==> config.mk <==
export PLATFORM = sky130hd
export DESIGN_NAME = fetch_decode_buffer
export DESIGN_NICKNAME = d
export VERILOG_FILES = /design/src/rtl/fetch_decode_pkg.sv /design/src/rtl/fdb_entry_mem.sv /design/src/rtl/fetch_decode_buffer.sv
export SDC_FILE = /design/constraint.sdc
export NUM_CORES = 1
export LEC_CHECK = 0
export BUFFER_PORTS_ARGS = -buffer_cell sky130_fd_sc_hd__buf_4
export CORE_ASPECT_RATIO = 2
export CORE_MARGIN = 5
export CORE_UTILIZATION = 45
export CTS_CLUSTER_SIZE = 20
export DETAILED_ROUTE_END_ITERATION = 7
export PLACE_DENSITY = 0.75
export SETUP_SLACK_MARGIN = 0.1
export SYNTH_ARGS = -nofsm -noshare
export SYNTH_HDL_FRONTEND = slang
export SYNTH_SLANG_ARGS = --single-unit
==> constraint.sdc <==
create_clock -name clk -period 11.62 [get_ports clk]
set_clock_uncertainty 0.2 [all_clocks]
set_input_delay 1.162 -clock clk [delete_from_list [all_inputs] [get_ports clk]]
set_output_delay 1.162 -clock clk [all_outputs]
set_load 0.02 [all_outputs]
==> src/rtl/fetch_decode_pkg.sv <==
// Shared definitions for the fetch/decode instruction buffer.
//   NOP_INSTR   : instruction presented to decode when the buffer is empty
//   HALT_OPCODE : opcode field [15:11] that identifies a HALT instruction
//   EMPTY_PC    : PC / PC+2 value presented when the buffer is empty
//   entry_t     : one queued fetch record {instr, pc, inc_pc}
package fetch_decode_pkg;

  localparam logic [15:0] NOP_INSTR   = 16'h0800;
  localparam logic [4:0]  HALT_OPCODE = 5'b00000;
  localparam logic [15:0] EMPTY_PC    = 16'h0000;

  typedef struct packed {
    logic [15:0] instr;
    logic [15:0] pc;
    logic [15:0] inc_pc;
  } entry_t;

endpackage

==> src/rtl/fdb_entry_mem.sv <==
// Register-array storage for the fetch/decode buffer.
// Ports:
//   clk    in   write clock
//   we     in   write enable
//   waddr  in   write slot
//   wdata  in   packed entry to store
//   raddr  in   read slot (asynchronous read)
//   rdata  out  packed entry at raddr
module fdb_entry_mem #(
  parameter int DEPTH = 2,
  parameter int WIDTH = 48,
  parameter int AW    = 1
) (
  input  logic             clk,
  input  logic             we,
  input  logic [AW-1:0]    waddr,
  input  logic [WIDTH-1:0] wdata,
  input  logic [AW-1:0]    raddr,
  output logic [WIDTH-1:0] rdata
);

  logic [WIDTH-1:0] mem [DEPTH];

  // NOTE: data storage has no reset; the top gates outputs whenever the
  // buffer is empty, so stale contents are never observed.
  always_ff @(posedge clk) begin
    if (we) begin
      mem[waddr] <= wdata;
    end
  end

  assign rdata = mem[raddr];

endmodule

==> src/rtl/fetch_decode_buffer.sv <==
// Instruction queue between fetch and decode. Each accepted fetch stores
// {instr, pc, pc+2}; decode stalls back-pressure fetch only through in_ready.
// A resolved branch/jump (flush) discards every queued wrong-path entry.
// Optional HALT detection is enabled with macro IFID_HALT_DETECT_EN: once a
// HALT is accepted, intake freezes until flush or reset.
// Ports:
//   clk, rst_n                         clock, async active-low reset
//   in_valid/in_ready                  fetch handshake
//   in_instr, in_pc, in_inc_pc         fetched record
//   flush                              discard all entries
//   out_valid/out_ready                decode handshake
//   out_instr, out_pc, out_inc_pc      head record (NOP/0/0 when empty)
//   count                              occupied entries
//   halted                             HALT captured, intake frozen
//   err                                sticky pointer/count inconsistency
module fetch_decode_buffer
  import fetch_decode_pkg::*;
#(
  parameter int DEPTH = 2,
  parameter int DW    = 16
) (
  input  logic                   clk,
  input  logic                   rst_n,
  input  logic                   in_valid,
  output logic                   in_ready,
  input  logic [DW-1:0]          in_instr,
  input  logic [DW-1:0]          in_pc,
  input  logic [DW-1:0]          in_inc_pc,
  input  logic                   flush,
  output logic                   out_valid,
  input  logic                   out_ready,
  output logic [DW-1:0]          out_instr,
  output logic [DW-1:0]          out_pc,
  output logic [DW-1:0]          out_inc_pc,
  output logic [$clog2(DEPTH):0] count,
  output logic                   halted,
  output logic                   err
);

  localparam int PW = $clog2(DEPTH);
  localparam int CW = PW + 1;

  logic [PW-1:0] wr_ptr, rd_ptr, ptr_diff;
  logic [CW-1:0] count_next;
  logic          enq, deq, mismatch;
  entry_t        wr_entry, head;

  // Handshakes depend only on registered state; no out_ready -> in_ready path.
  assign out_valid = (count != '0);
  assign in_ready  = (count != CW'(DEPTH)) & ~halted;
  assign enq       = in_valid & in_ready;
  assign deq       = out_valid & out_ready;

  assign wr_entry = '{instr: in_instr, pc: in_pc, inc_pc: in_inc_pc};

  fdb_entry_mem #(
    .DEPTH (DEPTH),
    .WIDTH (3 * DW),
    .AW    (PW)
  ) u_mem (
    .clk   (clk),
    .we    (enq & ~flush),
    .waddr (wr_ptr),
    .wdata (wr_entry),
    .raddr (rd_ptr),
    .rdata (head)
  );

  assign out_instr  = out_valid ? head.instr  : NOP_INSTR;
  assign out_pc     = out_valid ? head.pc     : EMPTY_PC;
  assign out_inc_pc = out_valid ? head.inc_pc : EMPTY_PC;

  always_comb begin
    // NOTE: default assignment first so no path leaves count_next unassigned
    // (otherwise a latch would be inferred).
    count_next = count;
    case ({enq, deq})
      2'b10:   count_next = count + CW'(1);
      2'b01:   count_next = count - CW'(1);
      default: count_next = count;
    endcase
  end

  // NOTE: sequential state uses non-blocking assignments so every register
  // samples the pre-edge values regardless of statement order.
  always_ff @(posedge clk or negedge rst_n) begin
    if (!rst_n) begin
      wr_ptr <= '0;
      rd_ptr <= '0;
      count  <= '0;
    end else if (flush) begin
      wr_ptr <= '0;
      rd_ptr <= '0;
      count  <= '0;
    end else begin
      if (enq) wr_ptr <= wr_ptr + PW'(1);
      if (deq) rd_ptr <= rd_ptr + PW'(1);
      count <= count_next;
    end
  end

  // Pointer distance wraps mod DEPTH, so a full buffer shows distance 0,
  // matching the low bits of count == DEPTH.
  assign ptr_diff = wr_ptr - rd_ptr;
  assign mismatch = (ptr_diff != count[PW-1:0]) || (count > CW'(DEPTH));

  always_ff @(posedge clk or negedge rst_n) begin
    if (!rst_n) err <= 1'b0;
    else        err <= err | mismatch;
  end

`ifdef IFID_HALT_DETECT_EN
  // A HALT may be wrong-path, so flush releases the freeze.
  always_ff @(posedge clk or negedge rst_n) begin
    if (!rst_n)                                         halted <= 1'b0;
    else if (flush)                                     halted <= 1'b0;
    else if (enq && (in_instr[15:11] == HALT_OPCODE))   halted <= 1'b1;
  end
`else
  assign halted = 1'b0;
`endif

endmodule
# Word-level counts from Yosys, hierarchy flattened

Memories as Yosys holds them, arrays and structs flattened.
Cells that the tools add are included.

Register bits: 5
Memory bits (writable): 96
Output and inout bits: 54
Memories: 1

Add/subtract/negate cells: 5
Order comparisons: 1
Equal/unequal tests: 4
Muxes and demuxes: 11
Bitwise logic cells: 5
Reductions and logical operators: 5

Memories:

| name      | depth | bits a word | read ports | clocked after Yosys merged registers in | wr ports | line                | source |
|---|---|---|---|---|---|---|---|
| u_mem.mem | 2     | 48          | 1          | 0                                       | 1        | fdb_entry_mem.sv:22 | `logic [WIDTH-1:0] mem [DEPTH];` |

Operator list:

| kind                  | count |
|---|---|
| $mux W16              | 3 |
| $mux W1               | 6 |
| $reduce_bool A2 Y1    | 3 |
| $pmux W2 S2           | 1 |
| $and A1 B1 Y1         | 3 |
| $reduce_bool A3 Y1    | 1 |
| $add A1 B1 Y1 const B | 2 |
| $add A2 B1 Y2 const B | 1 |
| $eq A2 B1 Y1 const B  | 1 |
| $eq A2 B2 Y1 const B  | 1 |
| $gt A2 B2 Y1 const B  | 1 |
| $mux W2               | 1 |
| $ne A2 B2 Y1 const B  | 1 |
| $sub A2 B1 Y2 const B | 1 |
| $logic_or A1 B1 Y1    | 1 |
| $ne A1 B1 Y1          | 1 |
| $not A1 Y1            | 1 |
| $or A1 B1 Y1          | 1 |
| $sub A1 B1 Y1         | 1 |

# Logic depth before layout (Yosys ltp)

Depth in word-level cells: 5
Mapped depth: 5
Mapped depth without buffers: 4

# Cells and area by module

A second synthesis with hierarchy kept.

Cell total of the unflattened synthesis: 236
Area, all modules: 4186.5 µm²

Modules (own cells, without submodules):

| module              | instances | cells an instance | area an instance (µm²) | sequential area each (µm²) |
|---|---|---|---|---|
| fdb_entry_mem       | 1         | 151               | 3554.7                 | 2882.8 |
| fetch_decode_buffer | 1         | 85                | 631.9                  | 125.1 |

# Least setup slack after synthesis

No wires, ideal clock.

Path type: in2reg
Start: in in_valid
End: mem u_mem.mem[1][0] (enable)
Setup time: 524 ps
Data arrival time: 4747 ps
Setup slack: 6149 ps
Stages on the path: 2
Path through: nand2_1 -> nor3b_1

Cells in the longest elaborated chain, start to end: 4

Ends and longest elaborated chain:

| what                          | line                      | source |
|---|---|---|
| start: declaration            | fetch_decode_buffer.sv:24 | `input logic in_valid,` |
| $and A1 B1 Y1                 | fetch_decode_buffer.sv:51 | `assign enq = in_valid & in_ready;` |
| $and A1 B1 Y1                 | fetch_decode_buffer.sv:62 | `.we (enq & ~flush),` |
| $mux W1                       | fdb_entry_mem.sv:27       | `if (we) begin` |
| $mux W1 (implied by the code) | fdb_entry_mem.sv:28       | `mem[waddr] <= wdata;` |
| end: declaration              | fdb_entry_mem.sv:22       |  |

No other way between the ends.

# Worst setup path after layout

Start: reg rd_ptr
End: out out_instr[0]

Cells in the longest elaborated chain, start to end: 2

Ends and longest elaborated chain:

| what                     | line                      | source |
|---|---|---|
| start: declaration       | fetch_decode_buffer.sv:43 | `logic [PW-1:0] wr_ptr, rd_ptr, ptr_diff;` |
| start signal: assignment | fetch_decode_buffer.sv:97 | `if (deq) rd_ptr <= rd_ptr + PW'(1);` |
| $mem_v2 Z2 W48           | -                         |  |
| $mux W16                 | fetch_decode_buffer.sv:69 | `assign out_instr = out_valid ? head.instr : NOP_INSTR;` |
| end: declaration         | fetch_decode_buffer.sv:32 | `output logic [DW-1:0] out_instr,` |

No other way between the ends.

==> flow_metrics.env <==
export IMPL_vdd_ir_drop_worst_uv=127
export IMPL_postSynthNetCount=290
export IMPL_diodes=0
export IMPL_grt_setup_unrepaired="no"
export IMPL_critPathSlowestCell="dfrtp_2"
export IMPL_die_h_um=142
export IMPL_crit_top_cell="buf_4"
export IMPL_critPathRequiredTime_ns=10.26
export IMPL_crit_family="flip-flops"
export IMPL_synth_xor_area_frac=0.00445
export IMPL_yosys_warnings=0
export IMPL_synthAdderAreaFrac=0
export IMPL_hold_buffers=0
export IMPL_fin_cells=448
export IMPL_std_cell_rows=48
export IMPL_area_delta_synth_final_pct=29.0
export IMPL_detail_route_antenna_nets=0
export IMPL_power_mw=0.804
export IMPL_cts_resized=0
export IMPL_path_clk_slew_ns=0.06
export IMPL_fin_crit_sh=0.310
export IMPL_numCtsBuffers=9
export IMPL_fin_util=0.591
export IMPL_p_per_area_nw_per_um2=158
export IMPL_fin_nets=397
export IMPL_synth_compound_area_frac=0.0114
export IMPL_synth_top_area_frac=0.733
export IMPL_grt_overflow=0
export IMPL_start_kind="register"
export IMPL_track_usage=0.146
export IMPL_synthMuxAreaShare=0.127
export IMPL_slowest_delay_ns=0.85
export IMPL_clk_latency_ns=0.33
export IMPL_sw_frac_of_total=0.224
export IMPL_grt_max_degree=49
export IMPL_syn_area_um2=3940
export IMPL_worstMarginPinSlew_ns=1.05
export IMPL_crit_arrival_ns=2.24
export IMPL_p_leak_nw=1.91
export IMPL_die_w_um=76.1
export IMPL_power_frac_clock=0.348
export IMPL_ys_top_cells_by_area="edfxtp_1, mux2i_1, nor2_1"
export IMPL_drtPass1Iterations=4
export IMPL_async_flop_share=0.0495
export IMPL_grt_pass1_vias=2423
export IMPL_outcome="completed"
export IMPL_timing_final_crit_period_ns=3.60
export IMPL_grt_pass1_wl_um=12000
export IMPL_core_area_um2=8590
export IMPL_netlist_instances=237
export IMPL_fin_ws_ns=8.02
export IMPL_hold_class="register to register"
export IMPL_postRouteWirelength_um=7750
export IMPL_intPower_mw=0.624
export IMPL_vias=2213
export IMPL_regArea_um2=3010
export IMPL_placed_cells=433
export IMPL_finalHoldViolCount=0
export IMPL_hpwl_um=5460
export IMPL_antenna_found_initial=0
export IMPL_cts_tree="built"
export IMPL_cts_setup_buffers=0
export IMPL_cp_max_fo=27
export IMPL_setup_tns_final_ns=0
export IMPL_p_seq_frac=0.525
export IMPL_die_area_um2=10800
export IMPL_synth_enable_flop_cells=96
export IMPL_dp_slack_ns=8.33
export IMPL_wire_per_inst_um=17.3
export IMPL_start_util=0.458
export IMPL_drive_gt1_frac=0.368
export IMPL_ctsHtreeMaxLevel=3
export IMPL_synthSimpleGateAreaFrac=0.0645
export IMPL_postSynthAreaPerCell_um2=16.6
export IMPL_yosysTopAreaCell="edfxtp_1"
export IMPL_portBuffers=105
export IMPL_multi_input_area_um2=838
export IMPL_ys_seq_area_frac=0.764
export IMPL_cp_end_kind="output port"
export IMPL_cap_violations=0
export IMPL_slew_headroom=0.296
export IMPL_drc_errors=0
export IMPL_ioPinCount=107
export IMPL_synth_top_family_by_area="multiplexers"
export IMPL_switchingPower_mw=0.180
export IMPL_slew_viol_final=0
export IMPL_vias_per_cell=4.94
export IMPL_synth_ff_type="edfxtp_1"
export IMPL_gp_congestion=0.733
export IMPL_cp_cell_sequence="buf_4 -> mux2i_1 -> nor2_1 -> buf_4"
export IMPL_combPwrFrac=0.127
export IMPL_fmax_ghz=0.278
export IMPL_path_buf_inv=2
export IMPL_fillCellCount=705
export IMPL_crit_type="register to output port"
export IMPL_ys_types=24
export IMPL_drt_iter0_drc=115
export IMPL_cts_root_buf="clkbuf_16"
export IMPL_setup_viol=0
export IMPL_clock_path_buffers=2
export IMPL_ys_ff_latch=101
export IMPL_cts_sinks=101
flip-flops by register name (all words and copies together), names as in the netlist:
register	count
rd_ptr	1
err	1
count	2
wr_ptr	1
u_mem.mem	96
through the flow:
stage | hold WS (ns) | instance area [um2]
floorplan | 0.359 | 3940
global placement | 0.257 | 4790
detailed placement | 0.267 | 4790
CTS | 0.286 | 5080
global route | 0.306 | 5080
finish | 0.277 | 5080
cell type report:
type,count,share of cell area
clock inverter,5,0.0104
tap,100,0.0246
multi-input combinational,121,0.165
clock buffer,10,0.0451
sequential,101,0.593
timing repair buffer,108,0.160
inverter,3,0.00222
placed cells by master, fill, tap and decap left out, drive strengths merged, types with 3 or more instances in the layout:
cell type / count
mux2i: 50
a21oi: 4
edfxtp: 96
buf: 108
nor2: 49
dfrtp: 5
clkinv: 4
inv: 3
clkbuf: 10
worst paths after layout:
path	from	end	slack, ns	cells past startpoint
min in group asynchronous	rst_n	err	0.42	1
hold / removal	err	err	0.28	1
hold reg to reg	err	err	0.28	1
setup reg to reg	count[1]	u_mem.mem[1][39]	9.45	5
setup / recovery	rd_ptr	out_instr[0]	8.02	4
max in group asynchronous	rst_n	rd_ptr	10.68	1
synth_stat cells, types with 2 or more instances:
cell type	n
a21oi_1	4
buf_2	4
buf_4	4
buf_6	4
dfrtp_1	5
edfxtp_1	96
inv_1	2
mux2i_1	50
nand2_1	2
nor2_1	49
nor3b_1	2
o21ai_0	2
xor2_1	2
layer usage:
metal / track usage / wire (um) / up-vias
met5: 0 / 0 / -
met4: 0.0931 / 316 / 0
met3: 0.0355 / 395 / 18
met2: 0.264 / 4440 / 69
met1: 0.148 / 2600 / 1048
li1: - / - / 1078
cell families after synthesis:
| group | count (synthesis) |
|---|---|
| simple gates | 60 |
| flops | 101 |
| compound gates | 8 |
| buf+inv | 15 |
| xor+xnor | 2 |
| mux | 50 |
| other cells | 1 |
power by group through the flow:
stage / sequential [mW] / combinational, mW / clock (mW)
finish: 0.422 / 0.102 / 0.280
global route: 0.423 / 0.110 / 0.303
CTS: 0.422 / 0.104 / 0.287
detailed placement: 0.430 / 0.104 / 0
global placement: 0.429 / 0.103 / 0
floorplan: 0.426 / 0.0619 / 0
Power figures use the tool's default switching activity.
